**src/rtl/axi_read.sv**
```systemverilog
// AXI4 read master: fetches BURST_NUM INCR bursts of AR_LEN beats from
// BASE_ADDR and streams the beats out byte-reversed through one register stage.
//
// state   | meaning
// --------+---------------------------------------------------------------
// RD_IDLE | waiting for start; rd_err from the previous job is still visible
// RD_ADDR | presenting one AR request, address held until arready
// RD_DATA | accepting R beats for the current burst into the output register
// RD_DONE | waiting for the output register to drain, then pulsing done
module axi_read #(
    parameter int                    ADDR_WIDTH = 32,
    parameter int                    DATA_WIDTH = 64,
    parameter int                    AR_LEN     = 16,
    parameter int                    BURST_NUM  = 4,
    parameter logic [ADDR_WIDTH-1:0] BASE_ADDR  = ADDR_WIDTH'(32'h1000_0000)
) (
    input  logic                  m_axi_aclk,
    input  logic                  m_axi_areset,
    input  logic                  start,
    output logic                  busy,
    output logic                  done,
    output logic                  rd_err,
    output logic                  m_axi_arid,
    output logic [ADDR_WIDTH-1:0] m_axi_araddr,
    output logic [7:0]            m_axi_arlen,
    output logic [2:0]            m_axi_arsize,
    output logic [1:0]            m_axi_arburst,
    output logic                  m_axi_arlock,
    output logic [3:0]            m_axi_arcache,
    output logic [2:0]            m_axi_arprot,
    output logic [3:0]            m_axi_arqos,
    output logic                  m_axi_arvalid,
    input  logic                  m_axi_arready,
    input  logic                  m_axi_rid,
    input  logic [DATA_WIDTH-1:0] m_axi_rdata,
    input  logic [1:0]            m_axi_rresp,
    input  logic                  m_axi_rlast,
    input  logic                  m_axi_rvalid,
    output logic                  m_axi_rready,
    output logic [DATA_WIDTH-1:0] M_RD_tdata,
    output logic                  M_RD_tvalid,
    output logic                  M_RD_tlast,
    input  logic                  M_RD_tready
);

    localparam int                    NBYTES      = DATA_WIDTH / 8;
    localparam logic [ADDR_WIDTH-1:0] BURST_BYTES = ADDR_WIDTH'(AR_LEN * NBYTES);
    localparam logic [7:0]            LAST_BEAT   = 8'(AR_LEN - 1);
    localparam logic [15:0]           LAST_BURST  = 16'(BURST_NUM - 1);

    typedef enum logic [1:0] {
        RD_IDLE,
        RD_ADDR,
        RD_DATA,
        RD_DONE
    } rd_state_t;

    rd_state_t             state;
    rd_state_t             state_next;
    logic [7:0]            beat_cnt;
    logic [15:0]           burst_cnt;
    logic                  beat_last;
    logic                  burst_last;
    logic                  r_hs;
    logic [DATA_WIDTH-1:0] rdata_rev;
    logic                  unused_rid;

    // Fixed AR attributes: single-ID INCR bursts of full bus width.
    assign m_axi_arid    = 1'b0;
    assign m_axi_arlen   = LAST_BEAT;
    assign m_axi_arsize  = 3'($clog2(NBYTES));
    assign m_axi_arburst = 2'b01;
    assign m_axi_arlock  = 1'b0;
    assign m_axi_arcache = 4'd3;
    assign m_axi_arprot  = 3'd0;
    assign m_axi_arqos   = 4'd0;

    // Only one ID is ever issued, so the returned ID carries no information.
    assign unused_rid = m_axi_rid;

    assign beat_last  = (beat_cnt == LAST_BEAT);
    assign burst_last = (burst_cnt == LAST_BURST);
    assign r_hs       = m_axi_rvalid & m_axi_rready;

    // Byte 0 of the AXI beat lands in the most significant byte of the stream.
    always_comb begin
        rdata_rev = '0;
        for (int i = 0; i < NBYTES; i++) begin
            rdata_rev[8*(NBYTES-1-i) +: 8] = m_axi_rdata[8*i +: 8];
        end
    end

    // State register.
    always_ff @(posedge m_axi_aclk) begin
        if (m_axi_areset) begin
            state <= RD_IDLE;
        end else begin
            state <= state_next;
        end
    end

    // Next-state and handshake outputs; the burst ends on the counted beat, not on rlast.
    always_comb begin
        state_next    = state;
        busy          = 1'b1;
        done          = 1'b0;
        m_axi_arvalid = 1'b0;
        m_axi_rready  = 1'b0;
        case (state)
            RD_IDLE: begin
                busy = 1'b0;
                if (start) begin
                    state_next = RD_ADDR;
                end
            end
            RD_ADDR: begin
                m_axi_arvalid = 1'b1;
                if (m_axi_arready) begin
                    state_next = RD_DATA;
                end
            end
            RD_DATA: begin
                m_axi_rready = ~M_RD_tvalid | M_RD_tready;
                if (m_axi_rvalid && m_axi_rready && beat_last) begin
                    state_next = burst_last ? RD_DONE : RD_ADDR;
                end
            end
            RD_DONE: begin
                if (!M_RD_tvalid) begin
                    done       = 1'b1;
                    state_next = RD_IDLE;
                end
            end
            default: state_next = RD_IDLE;
        endcase
    end

    // Counters, burst address and the sticky error flag.
    always_ff @(posedge m_axi_aclk) begin
        if (m_axi_areset) begin
            beat_cnt     <= '0;
            burst_cnt    <= '0;
            m_axi_araddr <= BASE_ADDR;
            rd_err       <= 1'b0;
        end else begin
            if (state == RD_IDLE && start) begin
                beat_cnt     <= '0;
                burst_cnt    <= '0;
                m_axi_araddr <= BASE_ADDR;
                rd_err       <= 1'b0;
            end
            if (r_hs) begin
                if (m_axi_rresp != 2'b00 || m_axi_rlast != beat_last) begin
                    rd_err <= 1'b1;
                end
                if (beat_last) begin
                    beat_cnt <= '0;
                    if (!burst_last) begin
                        burst_cnt    <= burst_cnt + 16'd1;
                        m_axi_araddr <= m_axi_araddr + BURST_BYTES;
                    end
                end else begin
                    beat_cnt <= beat_cnt + 8'd1;
                end
            end
        end
    end

    // Output register: load on every R beat, drain on tready; both at once keeps it full.
    always_ff @(posedge m_axi_aclk) begin
        if (m_axi_areset) begin
            M_RD_tdata  <= '0;
            M_RD_tvalid <= 1'b0;
            M_RD_tlast  <= 1'b0;
        end else if (r_hs) begin
            M_RD_tdata  <= rdata_rev;
            M_RD_tvalid <= 1'b1;
            M_RD_tlast  <= beat_last;
        end else if (M_RD_tvalid && M_RD_tready) begin
            M_RD_tvalid <= 1'b0;
            M_RD_tlast  <= 1'b0;
        end
    end

endmodule

```
**config.mk**
```make
export PLATFORM = sky130hd
export DESIGN_NAME = axi_read
export DESIGN_NICKNAME = d
export VERILOG_FILES = /design/src/rtl/axi_read.sv
export SDC_FILE = /design/constraint.sdc
export NUM_CORES = 1
export LEC_CHECK = 0
export CORE_ASPECT_RATIO = 1.5
export CORE_MARGIN = 2
export CORE_UTILIZATION = 40
export CTS_CLUSTER_DIAMETER = 40
export CTS_CLUSTER_SIZE = 28
export DETAILED_ROUTE_END_ITERATION = 6
export PLACE_DENSITY_LB_ADDON = 0.1
export RECOVER_POWER = 25
export SLEW_MARGIN = 20
export SYNTH_ARGS = -nofsm -noshare
export SYNTH_HDL_FRONTEND = slang
export SYNTH_SLANG_ARGS = --single-unit
export TNS_END_PERCENT = 100
```
**constraint.sdc**
```tcl
create_clock -name m_axi_aclk -period 3.3 [get_ports m_axi_aclk]
set_clock_uncertainty 0.2 [all_clocks]
set_input_delay 0.495 -clock m_axi_aclk [delete_from_list [all_inputs] [get_ports m_axi_aclk]]
set_output_delay 0.495 -clock m_axi_aclk [all_outputs]
set_load 0.01 [all_outputs]
```
==> results of run 1 <==
cell families (layout without fill, tap and decap cells):
group | count (synthesis) | after routing | share of synthesized area [%]
other cells | 2 | 26 | 0.142
compound gates | 135 | 135 | 14.0
xor+xnor | 15 | 15 | 2.48
buf+inv | 71 | 222 | 7.69
simple gates | 299 | 299 | 27.3
fa+ha+maj | 3 | 3 | 0.710
mux | 2 | 2 | 0.379
flops | 125 | 125 | 47.3
worst max-delay path by stage:
stage                             to  slack [ps]  cells past startpoint          from
finish                M_RD_tdata[28]         440                      7   M_RD_tready
global route          M_RD_tdata[50]         220                      7   M_RD_tready
CTS                    burst_cnt[15]         660                      6  burst_cnt[0]
detailed placement        M_RD_tlast         440                      7   M_RD_tready
global placement          M_RD_tlast         470                      7   M_RD_tready
floorplan           m_axi_araddr[27]         980                      7  burst_cnt[0]
per-layer routing:
metal,up-vias,GRT usage [%]
met1,2358,22.3
met4,0,9.58
li1,2520,-
met5,-,0
met3,26,7.54
met2,179,35.5
cells in the final DEF, fill, tap and decap left out, types with 6 or more instances in the layout:
cell             instances
nand2_1                158
clkdlybuf4s50_1        126
dfxtp_1                125
a21oi_1                 97
dlygate4sd3_1           48
nor2_1                  27
conb_1                  26
nand3_1                 18
clkbuf_16               17
or3_1                   16
o21ai_0                 16
nand4_1                 16
nor4_1                   9
xnor2_1                  9
nor3_1                   8
buf_4                    8
and3_1                   6
xor2_1                   6
o31ai_1                  6
or4_1                    6
clkinvlp_4               6
final cells by class:
type                    count  area [um^2]  share of cell area [%]
flip-flops and latches    125         2500                    32.8
multi-input cells         480         2470                    32.4
repair buffers            185         1820                    23.8
clock buffers              20          467                    6.11
well taps                 159          199                    2.61
clock inverters            12          161                    2.11
inverters                   5         18.8                   0.246
tightest hold or removal path, delay by kind of cell (launching register included):
| kind | cells | cell delay (ps) |
|---|---|---|
| AND/OR/NAND/NOR | 1 | 50 |
| AO/OA/AOI/OAI | 1 | 50 |
| flip-flops | 1 | 320 |
state kept, by name, indices dropped and copies added, names as in the netlist:
signal,count
burst_cnt,16
M_RD_tdata,64
rd_err,1
M_RD_tlast,1
beat_cnt,8
state,2
M_RD_tvalid,1
m_axi_araddr,32
power by group:
part           internal [mW]  total [mW]  leakage (nW)  switching, mW
clock                   1.25        1.94         0.287          0.693
sequential              1.53        1.54          1.01         0.0140
combinational          0.135       0.263          1.44          0.128
total                   2.92        3.75          2.74          0.835
==> out/qor.json, run 1 <==
{
  "die": {
    "ioPinCount": 203,
    "fp.coreArea_mm2": 0.0130,
    "die_area_mm2": 0.0142,
    "initial_core_util_pct": 40.8,
    "floorplan.die.height_um": 145,
    "fp.dieW_um": 97.9,
    "num_rows": 51
  },
  "setup_path": {
    "top_delay_family_on_crit_path": "buffers and inverters",
    "cp_slowest_stage_delay_ps": 680,
    "worst-setup-path-type": "in -> reg",
    "start_kind": "primary input",
    "r2r_end": "m_axi_araddr[28]",
    "critPathSlowestCell": "clkbuf_2",
    "max_fanout_on_critical_path": 44,
    "arrival_time_worst_endpoint_ps": 2990,
    "crit-reg2reg-launch": "burst_cnt[0]",
    "worst_ep_required_time_ps": 3430,
    "cp.buffers_inverters": 3,
    "worstSetupEndpointType": "flip-flop",
    "r2r_slack_ps": 640,
    "worstPathCellList": "dlygate4sd3_1, or2b_2, nand3_4, clkbuf_2, buf_4, nand2_1, a21oi_1",
    "worstRegToRegCells": 6
  },
  "pwr": {
    "power_mw": 3.75,
    "irDropWorstVdd_v": 0.000331,
    "static-leakage-power_nw": 2.74,
    "power_density_mw_per_mm2": 491
  },
  "hold_path": {
    "worst_hold_path_cell_count": 2,
    "hold_class": "reg -> reg",
    "min_to": "rd_err",
    "min-delay-start": "rd_err"
  },
  "logic_synthesis": {
    "synth_commonest_cells": "nand2_1 (158), dfxtp_1 (125), a21oi_1 (97), clkbuf_1 (31)",
    "post_synth_main_area_contributors": "dfxtp_1 (47%), nand2_1 (11%), a21oi_1 (9.2%)",
    "synthMostInstantiatedCell": "nand2_1",
    "share_of_synthesized_flip_flops_with_an_asynchronous_set_or_reset_pct": 0,
    "ys.flop_type": "dfxtp_1",
    "synth_seq_cells": 125,
    "synth_top_area_share_pct": 47.3,
    "number_of_distinct_standard_cells_referenced_by_the_synthesized_netlist": 49,
    "synth.avg_cell_area_um2": 8.11,
    "post_synth_instance_area_mm2": 0.00529,
    "synth_top_cell_by_area": "dfxtp_1",
    "synth-edff-count": 0,
    "synth_sequential_area_ratio_pct": 47.3,
    "synthesis.instances": 652,
    "yosysWarnings": 0
  },
  "placed_design": {
    "placement.io_buffers": 175,
    "place_worst_setup_slack_ps": 439,
    "place_area_mm2": 0.00701,
    "gp_congestion": 0.789,
    "dp_hpwl_um": 10200,
    "placed_instances": 954
  },
  "cts": {
    "htreeDepth": 4,
    "clk_root_buffer_cell": "clkbuf_16",
    "clk_latency_ps": 410,
    "cts_setup_buffers": 0,
    "clkSinkCount": 125,
    "clk_transition_reported_paths_ps": 60,
    "ctsLongestPathBuffers": 2,
    "cts_resized": 0,
    "tritoncts_clock_tree": "built",
    "numCtsBuffers": 17,
    "postCtsHoldBufs": 0
  },
  "status": {
    "run_status": "complete, no violations"
  },
  "sta": {
    "slew_headroom_pct": 40.9,
    "finalHoldViolations": 0,
    "period_share_pct": 86.6,
    "clock.fmax_mhz": 350,
    "tns_ps": 0,
    "layout_min_cycle_time_ps": 2860,
    "rsz0062_at_grt": "no",
    "worst-slew-pin-transition_ps": 886,
    "drv_slew": 0,
    "finalSetupViolCount": 0,
    "hold-worst-slack_ps": 241,
    "setup_slack_ps": 442
  },
  "global_routing": {
    "grt_overflow_total": 0,
    "pin_count_of_the_biggest_net_entering_global_routing": 81,
    "grt_pass1_vias": 4930,
    "grt.total_usage_pct": 20.5,
    "antenna_violations_before_repair": 0,
    "global_route_wire_length_before_repair_um": 23500
  },
  "routing": {
    "m1WireLength_um": 5620,
    "route.detailed.vias_per_inst": 5.16,
    "number_of_detailed_route_iterations_in_the_first_pass": 5,
    "route.met3.wl_um": 1210,
    "first_iter_violations": 295,
    "vias": 5083,
    "wl_per_instance_um": 14.6,
    "top_layer_used": "met4",
    "antenna_violating_nets_post_route": 0,
    "wl_um": 14400,
    "remaining_drc_errors": 0,
    "route.met2.wl_um": 7210
  },
  "layout": {
    "area_growth_syn_to_layout_pct": 44.4,
    "finish.cell_count_without_fillers": 986,
    "final_util_pct": 58.9,
    "final_area_mm2": 0.00763,
    "fill_cells": 1151,
    "drive_above_1_share_pct": 6.65,
    "num-nets-final": 891,
    "antennaDiodeCount": 0
  },
  "job": {
    "maxCapViolations": 0
  }
}
No activity file was read; power rests on OpenSTA's default activity.
==> run 2: changes to the inputs <==
--- a/config.mk
+++ b/config.mk
@@ -12,7 +12,7 @@
 export CTS_CLUSTER_SIZE = 28
 export DETAILED_ROUTE_END_ITERATION = 6
 export PLACE_DENSITY_LB_ADDON = 0.1
-export RECOVER_POWER = 25
+export RECOVER_POWER = 50
 export SLEW_MARGIN = 20
 export SYNTH_ARGS = -nofsm -noshare
 export SYNTH_HDL_FRONTEND = slang
==> run 2 against run 1 <==
Effect of this change:
- via count decreased by 0.16%
- wire length is the same
- first-iteration DRC count down 3.4%
- cell area hardly changed
- non-clock buffer count stayed put
- sequential share of layout area about the same
- critical path type unchanged
- largest cell class unchanged
- largest power group unchanged
==> out/qor.json, run 2 (synthesis results as in run 1) <==
{
  "setup_path": {
    "worst-setup-path-type": "in -> reg",
    "worst_ep_required_time_ps": 3430,
    "start_kind": "primary input",
    "arrival_time_worst_endpoint_ps": 2990,
    "worstSetupEndpointType": "flip-flop",
    "max_fanout_on_critical_path": 44
  },
  "global_routing": {
    "met3_usage_pct": 7.54,
    "grt-busiest-layer": "met2",
    "use_met1_pct": 22.3,
    "grt_overflow_total": 0,
    "antenna_violations_before_repair": 0,
    "pin_count_of_the_biggest_net_entering_global_routing": 81,
    "grt.total_usage_pct": 20.5,
    "global_route_wire_length_before_repair_um": 23500,
    "grt_pass1_vias": 4930,
    "groute.layer.met2.usage_pct": 35.5
  },
  "layout": {
    "antennaDiodeCount": 0,
    "final_area_mm2": 0.00763,
    "max_flop_register": "M_RD_tdata",
    "area_growth_syn_to_layout_pct": 44.3,
    "layout.cells.most_common": "nand2_1",
    "num-nets-final": 891,
    "top_regs": "M_RD_tdata x64, m_axi_araddr x32, burst_cnt x16",
    "final_cell_mix": "nand2_1 (158), dfxtp_1 (125), a21oi_1 (97)",
    "largest_register_ffs": 64,
    "finish.cell_count_without_fillers": 986,
    "drive_above_1_share_pct": 6.65
  },
  "routing": {
    "antenna_violating_nets_post_route": 0,
    "number_of_detailed_route_iterations_in_the_first_pass": 6,
    "route.detailed.vias_per_inst": 5.15,
    "vias": 5075,
    "wl_per_instance_um": 14.6,
    "first_iter_violations": 285,
    "wl_um": 14400,
    "remaining_drc_errors": 0
  },
  "sta": {
    "layout_min_cycle_time_ps": 2850,
    "worst-slew-pin-transition_ps": 886,
    "period_share_pct": 86.5,
    "clock.fmax_mhz": 350,
    "finalHoldViolations": 0,
    "drv_slew": 0,
    "tns_ps": 0,
    "finalSetupViolCount": 0,
    "rsz0062_at_grt": "no",
    "slew_headroom_pct": 40.9
  },
  "cts": {
    "clk_transition_reported_paths_ps": 60,
    "cts_setup_buffers": 0,
    "clk_latency_ps": 410,
    "ctsLongestPathBuffers": 2,
    "numCtsBuffers": 17,
    "postCtsHoldBufs": 0,
    "clk_root_buffer_cell": "clkbuf_16",
    "cts_resized": 0,
    "clkSinkCount": 125,
    "htreeDepth": 4,
    "tritoncts_clock_tree": "built"
  },
  "die": {
    "fp.dieW_um": 97.9,
    "floorplan.die.height_um": 145,
    "fp.coreArea_mm2": 0.0130,
    "die_area_mm2": 0.0142,
    "ioPinCount": 203,
    "num_rows": 51,
    "initial_core_util_pct": 40.8
  },
  "job": {
    "maxCapViolations": 0
  },
  "status": {
    "run_status": "complete, no violations"
  },
  "pwr": {
    "static-leakage-power_nw": 2.84,
    "power_density_mw_per_mm2": 491,
    "irDropWorstVdd_v": 0.000331
  },
  "hold_path": {
    "hold_class": "reg -> reg"
  },
  "placed_design": {
    "dp_hpwl_um": 10200,
    "placed_instances": 954,
    "placement.io_buffers": 175,
    "place_area_mm2": 0.00701,
    "gp_congestion": 0.789
  }
}
run 2: final cells by class:
cell class | count | area (um^2)
well taps | 159 | 199
repair buffers | 185 | 1810
fillers | 1151 | 5320
flip-flops and latches | 125 | 2500
clock buffers | 20 | 467
inverters | 5 | 18.8
clock inverters | 12 | 161
multi-input cells | 480 | 2470
run 2: worst paths after layout:
| path | from | to | slack, ps | cells after the start |
|---|---|---|---|---|
| max | M_RD_tready | M_RD_tdata[28] | 450 | 7 |
| max reg2reg | burst_cnt[0] | m_axi_araddr[28] | 640 | 6 |
| min | rd_err | rd_err | 240 | 2 |
| min reg2reg | rd_err | rd_err | 240 | 2 |
run 2: power breakdown:
group	leakage [nW]	internal, mW	switching [mW]
sequential	1.01	1.53	0.0135
clock	0.287	1.25	0.691
combinational	1.55	0.132	0.128
run 2: per-layer routing:
layer	part of all wire, %	wire length [um]
met1	39	5600
met5	0	0
met3	8.4	1200
met2	50	7240
met4	2.4	348
run 2: worst max-delay path, stage by stage:
cell,delay [ps]
dlygate4sd3_1,590
or2b_2,350
nand3_4,90
clkbuf_2,680
buf_4,500
nand2_1,90
a21oi_1,160
run 2: metrics by stage:
step           hold slack (ps)  worst slack (ps)  util, %  power, mW
3_5_place_dp               244               439     54.1       1.85
3_3_place_gp               237               466     54.1       1.84
2_1_floorplan              255               985        -       1.71
5_1_grt                    264               217     58.9       3.88
4_1_cts                    254               658     59.0       3.80
6_report                   241               445     58.9       3.75
